==> src/rtl/mem_dump_reader.sv <==
// BRAM read-back engine: walks a word-aligned address range and streams each word on valid/ready.
// Optional running word sum on the stream is built only when DUMP_CHECKSUM_EN is defined.
module mem_dump_reader #(
  parameter int ADDR_WIDTH  = 12,
  parameter int DATA_WIDTH  = 32,
  parameter int COUNT_WIDTH = 11
) (
  input  logic                   clk,
  input  logic                   rst,
  input  logic                   start,
  input  logic [ADDR_WIDTH-1:0]  base_addr,
  input  logic [COUNT_WIDTH-1:0] word_count,
  output logic                   busy,
  output logic                   done,
  output logic [ADDR_WIDTH-1:0]  mem_addr,
  output logic                   mem_rd_enb,
  input  logic [DATA_WIDTH-1:0]  mem_rd_dat,
  output logic                   m_valid,
  input  logic                   m_ready,
  output logic [DATA_WIDTH-1:0]  m_data,
  output logic [ADDR_WIDTH-1:0]  m_addr,
  output logic                   m_last,
  output logic [DATA_WIDTH-1:0]  checksum
);

  typedef enum logic [2:0] {IDLE, ISSUE, CAPTURE, SEND, DONE} state_e;

  state_e                 state_q, state_d;
  logic [ADDR_WIDTH-1:0]  addr_q, addr_d;
  logic [COUNT_WIDTH-1:0] remaining_q, remaining_d;
  logic                   busy_q, busy_d;
  logic                   done_q, done_d;
  logic [ADDR_WIDTH-1:0]  mem_addr_q, mem_addr_d;
  logic                   mem_rd_enb_q, mem_rd_enb_d;
  logic                   m_valid_q, m_valid_d;
  logic [DATA_WIDTH-1:0]  m_data_q, m_data_d;
  logic [ADDR_WIDTH-1:0]  m_addr_q, m_addr_d;
  logic                   m_last_q, m_last_d;

  logic handshake;
  logic accept_start;
  logic unused_base_lsbs;

  assign handshake        = m_valid_q & m_ready;
  assign accept_start     = (state_q == IDLE) & start;
  assign unused_base_lsbs = ^base_addr[1:0];

  always_ff @(posedge clk) begin
    if (rst) begin
      state_q      <= IDLE;
      addr_q       <= '0;
      remaining_q  <= '0;
      busy_q       <= 1'b0;
      done_q       <= 1'b0;
      mem_addr_q   <= '0;
      mem_rd_enb_q <= 1'b0;
      m_valid_q    <= 1'b0;
      m_data_q     <= '0;
      m_addr_q     <= '0;
      m_last_q     <= 1'b0;
    end else begin
      state_q      <= state_d;
      addr_q       <= addr_d;
      remaining_q  <= remaining_d;
      busy_q       <= busy_d;
      done_q       <= done_d;
      mem_addr_q   <= mem_addr_d;
      mem_rd_enb_q <= mem_rd_enb_d;
      m_valid_q    <= m_valid_d;
      m_data_q     <= m_data_d;
      m_addr_q     <= m_addr_d;
      m_last_q     <= m_last_d;
    end
  end

  always_comb begin
    state_d     = state_q;
    addr_d      = addr_q;
    remaining_d = remaining_q;
    case (state_q)
      IDLE: begin
        if (start) begin
          if (word_count != '0) begin
            state_d     = ISSUE;
            addr_d      = {base_addr[ADDR_WIDTH-1:2], 2'b00};
            remaining_d = word_count;
          end else begin
            state_d = DONE;
          end
        end
      end
      ISSUE:   state_d = CAPTURE;
      CAPTURE: state_d = SEND;
      SEND: begin
        if (handshake) begin
          if (m_last_q) begin
            state_d = DONE;
          end else begin
            // Address counter wraps silently at the top of the BRAM.
            addr_d      = addr_q + ADDR_WIDTH'(4);
            remaining_d = remaining_q - COUNT_WIDTH'(1);
            state_d     = ISSUE;
          end
        end
      end
      DONE:    state_d = IDLE;
      default: state_d = IDLE;
    endcase
  end

  // Outputs are registered, so they are decoded from the state being entered.
  always_comb begin
    busy_d       = (state_d == ISSUE) || (state_d == CAPTURE) || (state_d == SEND);
    done_d       = (state_d == DONE);
    mem_rd_enb_d = (state_d == ISSUE);
    mem_addr_d   = mem_rd_enb_d ? addr_d : mem_addr_q;
    m_valid_d    = (state_d == SEND);
    m_data_d     = m_data_q;
    m_addr_d     = m_addr_q;
    m_last_d     = m_last_q;
    if (state_q == CAPTURE) begin
      m_data_d = mem_rd_dat;
      m_addr_d = addr_q;
      m_last_d = (remaining_q == COUNT_WIDTH'(1));
    end
  end

`ifdef DUMP_CHECKSUM_EN
  logic [DATA_WIDTH-1:0] checksum_q, checksum_d;

  always_comb begin
    checksum_d = checksum_q;
    if (accept_start) begin
      checksum_d = '0;
    end else if (handshake) begin
      checksum_d = checksum_q + m_data_q;
    end
  end

  always_ff @(posedge clk) begin
    if (rst) begin
      checksum_q <= '0;
    end else begin
      checksum_q <= checksum_d;
    end
  end

  assign checksum = checksum_q;
`else
  logic unused_accept_start;
  assign unused_accept_start = accept_start;
  assign checksum            = '0;
`endif

  assign busy       = busy_q;
  assign done       = done_q;
  assign mem_addr   = mem_addr_q;
  assign mem_rd_enb = mem_rd_enb_q;
  assign m_valid    = m_valid_q;
  assign m_data     = m_data_q;
  assign m_addr     = m_addr_q;
  assign m_last     = m_last_q;

endmodule

==> config.mk <==
export PLATFORM = sky130hd
export DESIGN_NAME = mem_dump_reader
export DESIGN_NICKNAME = d
export VERILOG_FILES = /design/src/rtl/mem_dump_reader.sv
export SDC_FILE = /design/constraint.sdc
export NUM_CORES = 1
export LEC_CHECK = 0
export ABC_AREA = 1
export BUFFER_PORTS_ARGS = -buffer_cell sky130_fd_sc_hd__buf_2
export CORE_MARGIN = 5
export CORE_UTILIZATION = 42
export DETAILED_ROUTE_END_ITERATION = 8
export HOLD_SLACK_MARGIN = 0.06
export PLACE_DENSITY = 0.69
export SLEW_MARGIN = 30
export SYNTH_ARGS = -nofsm -noshare
export SYNTH_HDL_FRONTEND = slang
export SYNTH_SLANG_ARGS = --single-unit
==> constraint.sdc <==
create_clock -name clk -period 1.77 [get_ports clk]
set_input_delay 0.0885 -clock clk [delete_from_list [all_inputs] [get_ports clk]]
set_output_delay 0.0885 -clock clk [all_outputs]
set_load 0.01 [all_outputs]
---- Word level (Yosys, flattened, before mapping) ----
Index checks and enable logic that the tools add are counted.
storage, ports and cells
  bits in registers ....................... 87
  latch bits .............................. 0
  RAM bits ................................ 0
  ROM bits ................................ 0
  input port bits ......................... 59
  output and inout port bits .............. 93
  memories kept ........................... 0
cells by class
  $add $sub $neg .......................... 2
  $mul .................................... 0
  divide/modulo/power cells ............... 0
  magnitude comparators ................... 0
  eq/ne operators ......................... 12
  shifts and indexed selects .............. 0
  muxes and demuxes ....................... 15
  bitwise gates (word level) .............. 1
  reductions and logical operators ........ 6
operators with widths
  cell                     number
  $mux W12                 4
  $mux W11                 4
  $pmux W12 S2             1
  $pmux W11 S2             1
  $add A12 B3 Y12 const B  1
  $eq A3 B2 Y1 const B     4
  $mux W3                  4
  $pmux W3 S4              1
  $eq A11 B1 Y1 const B    1
  $reduce_bool A11 Y1      1
  $sub A11 B1 Y11 const B  1
  $eq A3 B1 Y1 const B     2
  $ne A2 B2 Y1 const B     3
  $reduce_and A5 Y1        1
  $eq A3 B3 Y1 const B     1
  $logic_not A3 Y1         1
  $logic_or A1 B1 Y1       2
  $ne A2 B1 Y1 const B     1
  $reduce_bool A2 Y1       1
  $and A1 B1 Y1            1

---- Depth between registers and ports, before layout ----
Gate-level depths: netlist of run 1.
  word-level depth ........................ 7
  depth in mapped cells ................... 11
  mapped depth without buffers ............ 11

---- Worst setup path after synthesis of run 1 ----
OpenSTA, ideal clock, no wires.
  path kind ............................... reg2reg
  start ................................... register m_valid_q (netlist: m_valid)
  end ..................................... register mem_addr_q[6] (netlist: mem_addr[6])
  setup time .............................. 117 ps
  data arrival time ....................... 1245 ps
  data required time ...................... 1653 ps
  slack ................................... 408 ps
  stages on the path, launching flop included .. 9
  buffers on the path ..................... 1
  path through ............................ dfxtp_1 nand2_1 nor2_1 nand2_4 nand2_8 inv_8 buf_8 nor2_1 nor2_1
between the ends
  word-level cells in the longest chain between the ends .. 4
  elaborated cells between the ends (all ways) .. 6
ends and longest elaborated chain
  what                    RTL line  text
  from (decl)             35        logic m_valid_q, m_valid_d;
  from (signal assigned)  69        m_valid_q <= m_valid_d;
  $and A1 B1 Y1 *         44        assign handshake = m_valid_q & m_ready;
  $mux W3                 95        if (handshake) begin
  $pmux W3 S4             80        case (state_q)
  $eq A3 B1 Y1            115       mem_rd_enb_d = (state_d == ISSUE);
  to (signal assigned)    67        mem_addr_q <= mem_addr_d;
  to (decl)               33        logic [ADDR_WIDTH-1:0] mem_addr_q, mem_addr_d;
Mark *: on every way between the ends. The rest lies on a longest branch, timed or not.
A chain may end at the register's enable or synchronous reset.

---- Final worst setup path of run 1 ----
  start ................................... input port word_count[4]
  end ..................................... register remaining_q[5]
between the ends
  word-level cells in the longest chain between the ends .. 3
ends and longest elaborated chain
  what                                RTL line  text
  from (decl)                         12        input logic [COUNT_WIDTH-1:0] word_count,
  $reduce_bool A11 Y1                 83        if (word_count != '0) begin
  $ne A2 B1 Y1 (no source line)       n/a
  $reduce_and A5 Y1 (no source line)  n/a
  to (signal assigned)                64        remaining_q <= remaining_d;
  to (decl)                           30        logic [COUNT_WIDTH-1:0] remaining_q, remaining_d;
Every way passes these cells.

==> results of run 1 <==
registers in the layout, summed over array words and instances, names as in the netlist:
signal       cells
m_data          32
busy             1
mem_rd_enb       1
done             1
m_valid          1
m_addr          12
state_q          3
addr_q          12
m_last           1
mem_addr        12
remaining_q     11
power breakdown:
group	switching, mW	leakage, nW	total, mW	internal, mW
registers	0.127	0.714	2.28	2.16
clock network	0.724	0.117	1.57	0.844
logic	0.712	1.92	1.15	0.439
total	1.56	2.75	5.00	3.44
worst max-delay path, delay by kind of cell:
| family | cells | cell delay [ns] |
|---|---|---|
| AND/OR/NAND/NOR | 9 | 0.96 |
| buffers and inverters | 3 | 0.82 |
worst paths after layout:
kind / slack [ns] / endpoint / cells after the start / from
max: 0.14 / remaining_q[5] / 12 / word_count[4]
min: 0.09 / remaining_q[3] / 5 / word_count[3]
max reg2reg: 0.20 / mem_addr[9] / 10 / state_q[0]
min reg2reg: 0.45 / addr_q[1] / 2 / addr_q[1]
cell families after synthesis:
| kind of cell | count (synthesis) | synth area share |
|---|---|---|
| compound gates | 101 | 0.1240 |
| xor+xnor | 1 | 0.002073 |
| fa+ha+maj | 3 | 0.008882 |
| buf+inv | 115 | 0.1480 |
| flops | 87 | 0.4121 |
| other cells | 1 | 0.0008872 |
| simple gates | 302 | 0.3040 |
routing by layer:
layer / global-route usage / share of wire
met5: 0 / 0
met4: 0.06596 / 0.014
met3: 0.05824 / 0.10
met2: 0.3237 / 0.46
met1: 0.2452 / 0.42
metrics by stage:
stage | hold WS (ns) | power (mW) | worst slack, ns | std cells
after floorplan | 0.2234 | 3.086 | 0.4081 | 641
after global placement | 0.3095 | 3.381 | 0.2566 | 841
after detailed placement | 0.3159 | 3.408 | 0.2292 | 841
after CTS | 0.06463 | 5.043 | 0.09296 | 890
after global routing | 0.1019 | 5.314 | 0.002159 | 892
final | 0.08635 | 5.003 | 0.1380 | 892
layout make-up:
| cell class | count | area (sq um) |
|---|---|---|
| Clock inverter | 6 | 91.34 |
| Inverter | 55 | 219.0 |
| Timing Repair Buffer | 162 | 1018 |
| Tap cell | 133 | 166.4 |
| Sequential cell | 87 | 1742 |
| Fill cell | 958 | 4417 |
| Clock buffer | 10 | 137.6 |
| Multi-Input combinational cell | 439 | 1983 |
cells in the final DEF, fill, tap and decap left out, drive strengths merged:
| cell | instances |
|---|---|
| nor2 | 148 |
| buf | 129 |
| nand2 | 99 |
| dfxtp | 87 |
| o21ai | 74 |
| inv | 55 |
| nand3 | 41 |
| dlygate4sd3 | 33 |
| conb | 32 |
| a21oi | 21 |
| clkbuf | 10 |
| nand4 | 9 |
| clkinv | 4 |
| o21bai | 3 |
| ha | 3 |
| and3 | 2 |
| bufinv | 2 |
| or2 | 2 |
| o31ai | 1 |
| xnor2 | 1 |
| o31a | 1 |
| o22ai | 1 |
| nand3b | 1 |
timing repair:
action / in CTS / in global routing
setup buffers: 0 / 2
setup endpoints to repair: 0 / 13
endpoints found under the hold margin: 33 / 0
hold buffers: 33 / 0
==> results.cfg, run 1 <==
[clock_network]
cts_buffer_depth = 2
h-tree-depth = 3
post_cts_resized = 0
clk_latency_ns = 0.35
cts_sinks = 87
cts_buffers = 9
cts_tree = yes
cts_root_buf = clkbuf_8
cts.clk_slew.worst_paths_ns = 0.09

[drt]
routed_wl_um = 11820
num_vias = 4287
viasPerCell = 4.806
ant_nets = 0
dr.pass1.iters = 5
wl_per_cell_um = 13.25
drt_iter0_drc = 218
drc = 0

[timing]
period_minus_slack_ns = 1.632
max_freq_ghz = 0.6127
drv_slew = 0
finalSetupTns_ns = 0
rsz0062_at_grt = no
fin_skew_ns = 0.01099
final-hold-violation-count = 0
setup_viol = 0
post-route-period-util = 0.9220

[setup_path]
worstSetupPathType = in2reg
cp_cell_sequence = dlygate4sd3_1, buf_2, nor2_1, nand2_1, nor2_1, nand2_2, nand3_4, nand2_8, inv_8, nand2_1, nand2_1, nor2_1
crit_fanout = 27
worstPathRequired_ns = 2.01
slowest_delay_ns = 0.53
worstSetupEndpointType = register
crit_path_top_delay_cell = dlygate4sd3_1
arrival_ns = 1.87
startpoint_type = primary input

[global_routing]
grt_pass1_vias = 4084
antenna_found_initial = 0
grt_overflow = 0
track_usage = 0.1963
grt_first_pass_wirelength_um = 19110
grt_max_degree = 56

[logic_synthesis]
yosys_warnings = 0
yosys.area.top_type_share = 0.4121
yosysSeqAreaShare = 0.4121
synth_cell_types = 37
synth_most_common_cell = nor2_1
synth_cells = 610
ys_ff_latch = 87
syn_area_sq_mm = 0.004227
synth_ff_type = dfxtp_1
synth_top_cell_by_area = dfxtp_1
yosys-top-cells-area = dfxtp_1, nor2_1, o21ai_0
async_reset_ff_frac = 0
synth_edf_count = 0
synth.avg_cell_area_sq_um = 6.929
synth_top_cells_by_count = nor2_1, nand2_1, dfxtp_1

[place]
port_buffers = 117
post-dp-hpwl_um = 8022
place.gp.congestion = 0.9201
placed_cell_area_sq_mm = 0.004783

[run_status]
status = completed

[cells_and_area]
stdcell_area_sq_mm = 0.005358
fin_nets = 816
drive_gt1_frac = 0.2148
area_delta_synth_final_pct = 26.76
finish.utilization = 0.5481
diodes = 0

[min_path]
hold_path_class = in2reg

[die]
start_util = 0.4324
die_h_um = 110.3
die_area_sq_mm = 0.01217
ios = 152
die_x_um = 110.3
core_area_sq_mm = 0.009774
core.rowCount = 36

[pwr]
p_leak_nw = 2.748
ir_worst_vdd_uv = 511.5
power.density_mw_per_mm2 = 933.8

[run]
max_cap_violations = 0
Note: power is estimated with default switching activity, not from simulation.
==> run 2: changes to the inputs <==
--- a/config.mk
+++ b/config.mk
@@ -12,6 +12,7 @@
 export DETAILED_ROUTE_END_ITERATION = 8
 export HOLD_SLACK_MARGIN = 0.06
 export PLACE_DENSITY = 0.69
+export SETUP_SLACK_MARGIN = 0.4
 export SLEW_MARGIN = 30
 export SYNTH_ARGS = -nofsm -noshare
 export SYNTH_HDL_FRONTEND = slang
==> results.cfg, run 2 (synthesis gave the netlist of run 1 again) <==
[setup_path]
reg2reg_depth = 7
cp_cell_sequence = nand2_1, nor2_4, nand2_4, nand2_8, clkinv_8, nor2_1, nor2_1
cp-startpoint = m_valid
arrival_ns = 1.67
worstSetupPathType = reg2reg
crit_path_top_delay_cell = dfxtp_2
worstPathRequired_ns = 2.02
slowest_delay_ns = 0.37
startpoint_type = register
r2r-start = m_valid
worstSetupEndpointType = register
crit_top_cell = nor2_1
cp_num_cells = 7
crit_fanout = 17
critical_path_buf_inv_count = 1
cpLargestDelayFamily = simple AND/OR/NAND/NOR gates

[drt]
drt_iter0_drc = 268
met1Wirelength_um = 5518
wl_met3_um = 1205
viasPerCell = 4.866
wl_per_cell_um = 14.63
wl_met2_um = 6413
dr.pass1.iters = 5
ant_nets = 0
num_vias = 4472
routed_wl_um = 13450
drc = 0
routed.top_layer = met4

[place]
port_buffers = 117
post-dp-hpwl_um = 8022
dp_cells = 841
place.gp.congestion = 0.9201
placed_cell_area_sq_mm = 0.004783

[clock_network]
clk_latency_ns = 0.35
cts_buffer_depth = 2
cts_sinks = 87
cts_buffers = 9
cts.clk_slew.worst_paths_ns = 0.09
h-tree-depth = 3
cts_tree = yes
cts_root_buf = clkbuf_8

[global_routing]
grt_overflow = 0
grt_max_degree = 56
antenna_found_initial = 0
grt_pass1_vias = 4174
grt_first_pass_wirelength_um = 19500
track_usage = 0.2009

[die]
core.rowCount = 36
die_area_sq_mm = 0.01217
die_x_um = 110.3
die_h_um = 110.3
core_area_sq_mm = 0.009774
start_util = 0.4324
ios = 152

[pwr]
pwr-share-seq = 0.433
power.share.clock = 0.297
comb_power_share = 0.270
intPower_mw = 3.613
p_sw_mw = 1.699
swShare = 0.3199
p_leak_nw = 2.955
power.density_mw_per_mm2 = 899.4
ir_worst_vdd_uv = 531.1

[cells_and_area]
layout_common_cells = nor2_1, buf_2, nand2_1
diodes = 0
stdcell_area_sq_mm = 0.005907
drive_gt1_frac = 0.3015
fin_cells = 919
finish.utilization = 0.6043
area_delta_synth_final_pct = 39.76
largest_reg_flops = 32
final_common_cell = nor2_1
fin_nets = 843

[run]
max_cap_violations = 0

[min_path]
min_from = word_count[3]
hold_path_class = in2reg
min_path_cells = 5

[timing]
fin_skew_ns = 0.007830
setup_viol = 0
finalSetupTns_ns = 0
period_minus_slack_ns = 1.420
final-hold-violation-count = 0
drv_slew = 0
post-route-period-util = 0.8021
max_freq_ghz = 0.7044
rsz0062_at_grt = yes

[run_status]
status = completed
[run 2: cell types whose count changed in the layout (fill, tap and decap cells not counted), moves of 7 or more]
cell | before | now
o21ai_1 | 2 | 19
dfxtp_1 | 87 | 79
nor2_1 | 143 | 125
nor2_4 | 3 | 10
buf_4 | 11 | 22
nor2_2 | 2 | 13
o21ai_0 | 72 | 52
[run 2: final timing paths]
kind,to,slack (ns)
setup reg to reg,mem_addr[6],0.35
hold / removal,remaining_q[3],0.08
setup / recovery,mem_addr[6],0.35
hold reg to reg,addr_q[1],0.45
[run 2: metal layers]
| metal | vias up | GRT usage |
|---|---|---|
| li1 | 2215 | - |
| met1 | 2033 | 0.2514 |
| met2 | 203 | 0.3310 |
| met3 | 21 | 0.05475 |
| met4 | 0 | 0.07388 |
| met5 | - | 0 |
[run 2: repair_timing]
item | in CTS | in global routing
hold endpoints to repair | 33 | 0
setup buffers | 10 | 12
setup endpoints to repair | 35 | 72
cloned | 1 | 6
pin swaps | 11 | 28
hold buffers | 33 | 0
resized for setup | 22 | 76
[run 2: worst reg2reg max path, cell delays in order (launching register included)]
cell and delay (ns):
dfxtp_2 0.37, nand2_1 0.12, nor2_4 0.18, nand2_4 0.13, nand2_8 0.17, clkinv_8 0.12, nor2_1 0.17, nor2_1 0.06
[run 2: stage by stage]
step | total power [mW] | hold slack [ns] | setup WS [ns]
6_report | 5.313 | 0.08338 | 0.3504
5_1_grt | 5.610 | 0.1009 | 0.2625
4_1_cts | 5.111 | 0.06463 | 0.3641
3_5_place_dp | 3.408 | 0.3159 | 0.2292
3_3_place_gp | 3.381 | 0.3095 | 0.2566
2_1_floorplan | 3.086 | 0.2234 | 0.4081
[run 2: layout make-up]
class | count | area (sq um)
Timing Repair Buffer | 188 | 1358
Fill cell | 897 | 3867
Inverter | 55 | 226.5
Clock buffer | 10 | 137.6
Multi-Input combinational cell | 440 | 2168
Clock inverter | 6 | 91.34
Tap cell | 133 | 166.4
Sequential cell | 87 | 1759
[run 2: power by group through the flow]
stage               Combinational (mW)  Sequential [mW]  Clock, mW
finish                            1.44             2.30       1.58
global route                      1.59             2.33       1.70
CTS                               1.21             2.29       1.62
detailed placement                1.09             2.32          0
global placement                  1.07             2.32          0
floorplan                        0.710             2.38          0
==> run 3: changes to the inputs <==
--- a/config.mk
+++ b/config.mk
@@ -5,13 +5,13 @@
 export SDC_FILE = /design/constraint.sdc
 export NUM_CORES = 1
 export LEC_CHECK = 0
-export ABC_AREA = 1
+export ABC_AREA = 0
 export BUFFER_PORTS_ARGS = -buffer_cell sky130_fd_sc_hd__buf_2
 export CORE_MARGIN = 5
 export CORE_UTILIZATION = 42
 export DETAILED_ROUTE_END_ITERATION = 8
 export HOLD_SLACK_MARGIN = 0.06
-export PLACE_DENSITY = 0.69
+export PLACE_DENSITY = 0.71
 export SETUP_SLACK_MARGIN = 0.4
 export SLEW_MARGIN = 30
 export SYNTH_ARGS = -nofsm -noshare
==> constraint.sdc (replaced) <==
create_clock -name clk -period 1.4 [get_ports clk]
set_input_delay 0.07 -clock clk [delete_from_list [all_inputs] [get_ports clk]]
set_output_delay 0.07 -clock clk [all_outputs]
set_load 0.01 [all_outputs]
==> results.cfg, run 3 <==
[place]
post-dp-hpwl_um = 8176
dp_cells = 754
place.gp.congestion = 0.8707
port_buffers = 117
dp_slack_ns = -0.4223

[timing]
fin_ws_ns = -0.8249
fin_skew_ns = 0.01203
max_freq_ghz = 0.4495
whs_ns = 0.05966
final-hold-violation-count = 0
rsz0062_at_grt = yes
setup_viol = 87
drv_slew = 0
max_slew_margin = 0.6589
period_minus_slack_ns = 2.225
post-route-period-util = 1.589
tightest_slew_ns = 0.5062
finalSetupTns_ns = -40.90

[setup_path]
cpLargestDelayFamily = buffers and inverters
crit_fanout = 5
startpoint_type = register
worstSetupEndpointType = register
worstPathRequired_ns = 1.68
cp_cell_sequence = buf_12, buf_12, buf_12, nor2_4, nand3b_1, buf_6, o21ai_4, buf_6, buf_16, nand2_1, a21oi_2
crit_path_top_delay_cell = dfxtp_2
worstSetupPathType = reg2reg
slowest_delay_ns = 0.35
crit_top_cell = buf_12
critical_path_buf_inv_count = 6
arrival_ns = 2.50

[clock_network]
h-tree-depth = 3
cts_tree = yes
cts_buffers = 9
cts_buffer_depth = 2
cts_root_buf = clkbuf_8
cts.clk_slew.worst_paths_ns = 0.09
clk_latency_ns = 0.37
cts_sinks = 87

[die]
die_x_um = 106.0
die_area_sq_mm = 0.01124
ios = 152
core_area_sq_mm = 0.009109
core.rowCount = 35
start_util = 0.4253
die_h_um = 106.0

[pwr]
power.density_mw_per_mm2 = 909.8
p_leak_nw = 3.432
ir_worst_vdd_uv = 585.1
power.total_mw = 7.181

[global_routing]
track_usage = 0.2708
antenna_found_initial = 0
grt_overflow = 0
top_usage_layer = met2
grt_max_degree = 38
grt_first_pass_wirelength_um = 24140
grtUsageMet2 = 0.4854
grt_pass1_vias = 4733
met1_usage = 0.2995
use_met3 = 0.05525

[cells_and_area]
fin_nets = 830
final_common_cell = buf_2
largest_reg_flops = 32
area_delta_synth_final_pct = 103.7
fill_cells = 395
diodes = 0
drive_gt1_frac = 0.6572
layout_common_cells = buf_2, dfxtp_1, buf_4
fin_cells = 884

[min_path]
hold_path_class = in2reg

[drt]
drt_iter0_drc = 449
drc = 0
ant_nets = 0
wl_per_cell_um = 23.33
routed_wl_um = 20630
dr.pass1.iters = 5
viasPerCell = 5.854
num_vias = 5175

[logic_synthesis]
yosys_warnings = 0
yosys.area.top_type_share = 0.4496
yosysSeqAreaShare = 0.4496
synth_top_cell_by_area = dfxtp_1
syn_area_sq_mm = 0.003874
synth_most_common_cell = nand2_1
synth_top_cells_by_count = nand2_1, dfxtp_1, a21oi_1
synth_ff_type = dfxtp_1
ys_ff_latch = 87
async_reset_ff_frac = 0
synth_cells = 487
synth.avg_cell_area_sq_um = 7.954
yosys-top-cells-area = dfxtp_1, nand2_1, a21oi_1
synth_cell_types = 54
synth_edf_count = 0

[run]
max_cap_violations = 0

[run_status]
violations = setup timing
status = finished with violations
run 3: cells by family after synthesis:
group,Yosys count,share of synthesized area
adder cells (fa/ha/maj),3,0.009691
AND/OR/NAND/NOR,204,0.2419
buffers and inverters,69,0.1027
flip-flops,87,0.4496
other,1,0.0009681
multiplexers,4,0.01034
AO/OA/AOI/OAI,119,0.1848
run 3: routing by layer:
layer / wire (um) / vias to the layer above / part of all wire
li1: - / 2184 / -
met1: 7489 / 2515 / 0.36
met2: 10360 / 352 / 0.50
met3: 1450 / 124 / 0.070
met4: 1323 / 0 / 0.064
met5: 0 / - / 0
run 3: timing repair:
action,4_1_cts,5_1_grt
gates cloned,11,4
endpoints found under the setup margin,89,103
setup buffers,37,26
pin swaps,108,64
hold buffers,36,0
gates resized for setup,177,173
endpoints found under the hold margin,39,0
run 3: final cells by class:
type | count | area, sq um | area share
clock buffers | 10 | 137.6 | 0.01744
clock inverters | 6 | 42.54 | 0.005390
inverters | 6 | 22.52 | 0.002854
multi-input cells | 362 | 2993 | 0.3792
flip-flops and latches | 87 | 1773 | 0.2246
well taps | 111 | 138.9 | 0.01760
repair buffers | 302 | 2785 | 0.3529
run 3: per-stage QoR:
stage / area, sq um / utilization
floorplan: 4195 / -
global placement: 5077 / 0.5574
detailed placement: 5077 / 0.5574
CTS: 6903 / 0.7578
global route: 7893 / 0.8665
finish: 7893 / 0.8665
run 3: worst paths after layout:
check	to	depth (start not counted)	start	slack (ns)
worst min-delay path	addr_q[9]	3	base_addr[9]	0.06
worst max-delay path	remaining_q[10]	11	state_q[1]	-0.82
worst min register to register	m_data[22]	2	m_data[22]	0.47
worst max register to register	remaining_q[10]	11	state_q[1]	-0.82
run 3: worst min-delay path: cells and delay by family:
kind | cells | cell delay, ns
AO/OA/AOI/OAI | 2 | 0.23
buffers and inverters | 1 | 0.09
run 3: power breakdown:
group | switching, mW | leakage (nW) | internal (mW)
sequential | 0.172 | 0.720 | 2.64
combinational | 1.29 | 2.62 | 1.39
clock | 0.999 | 0.0891 | 0.701
total | 2.46 | 3.43 | 4.72
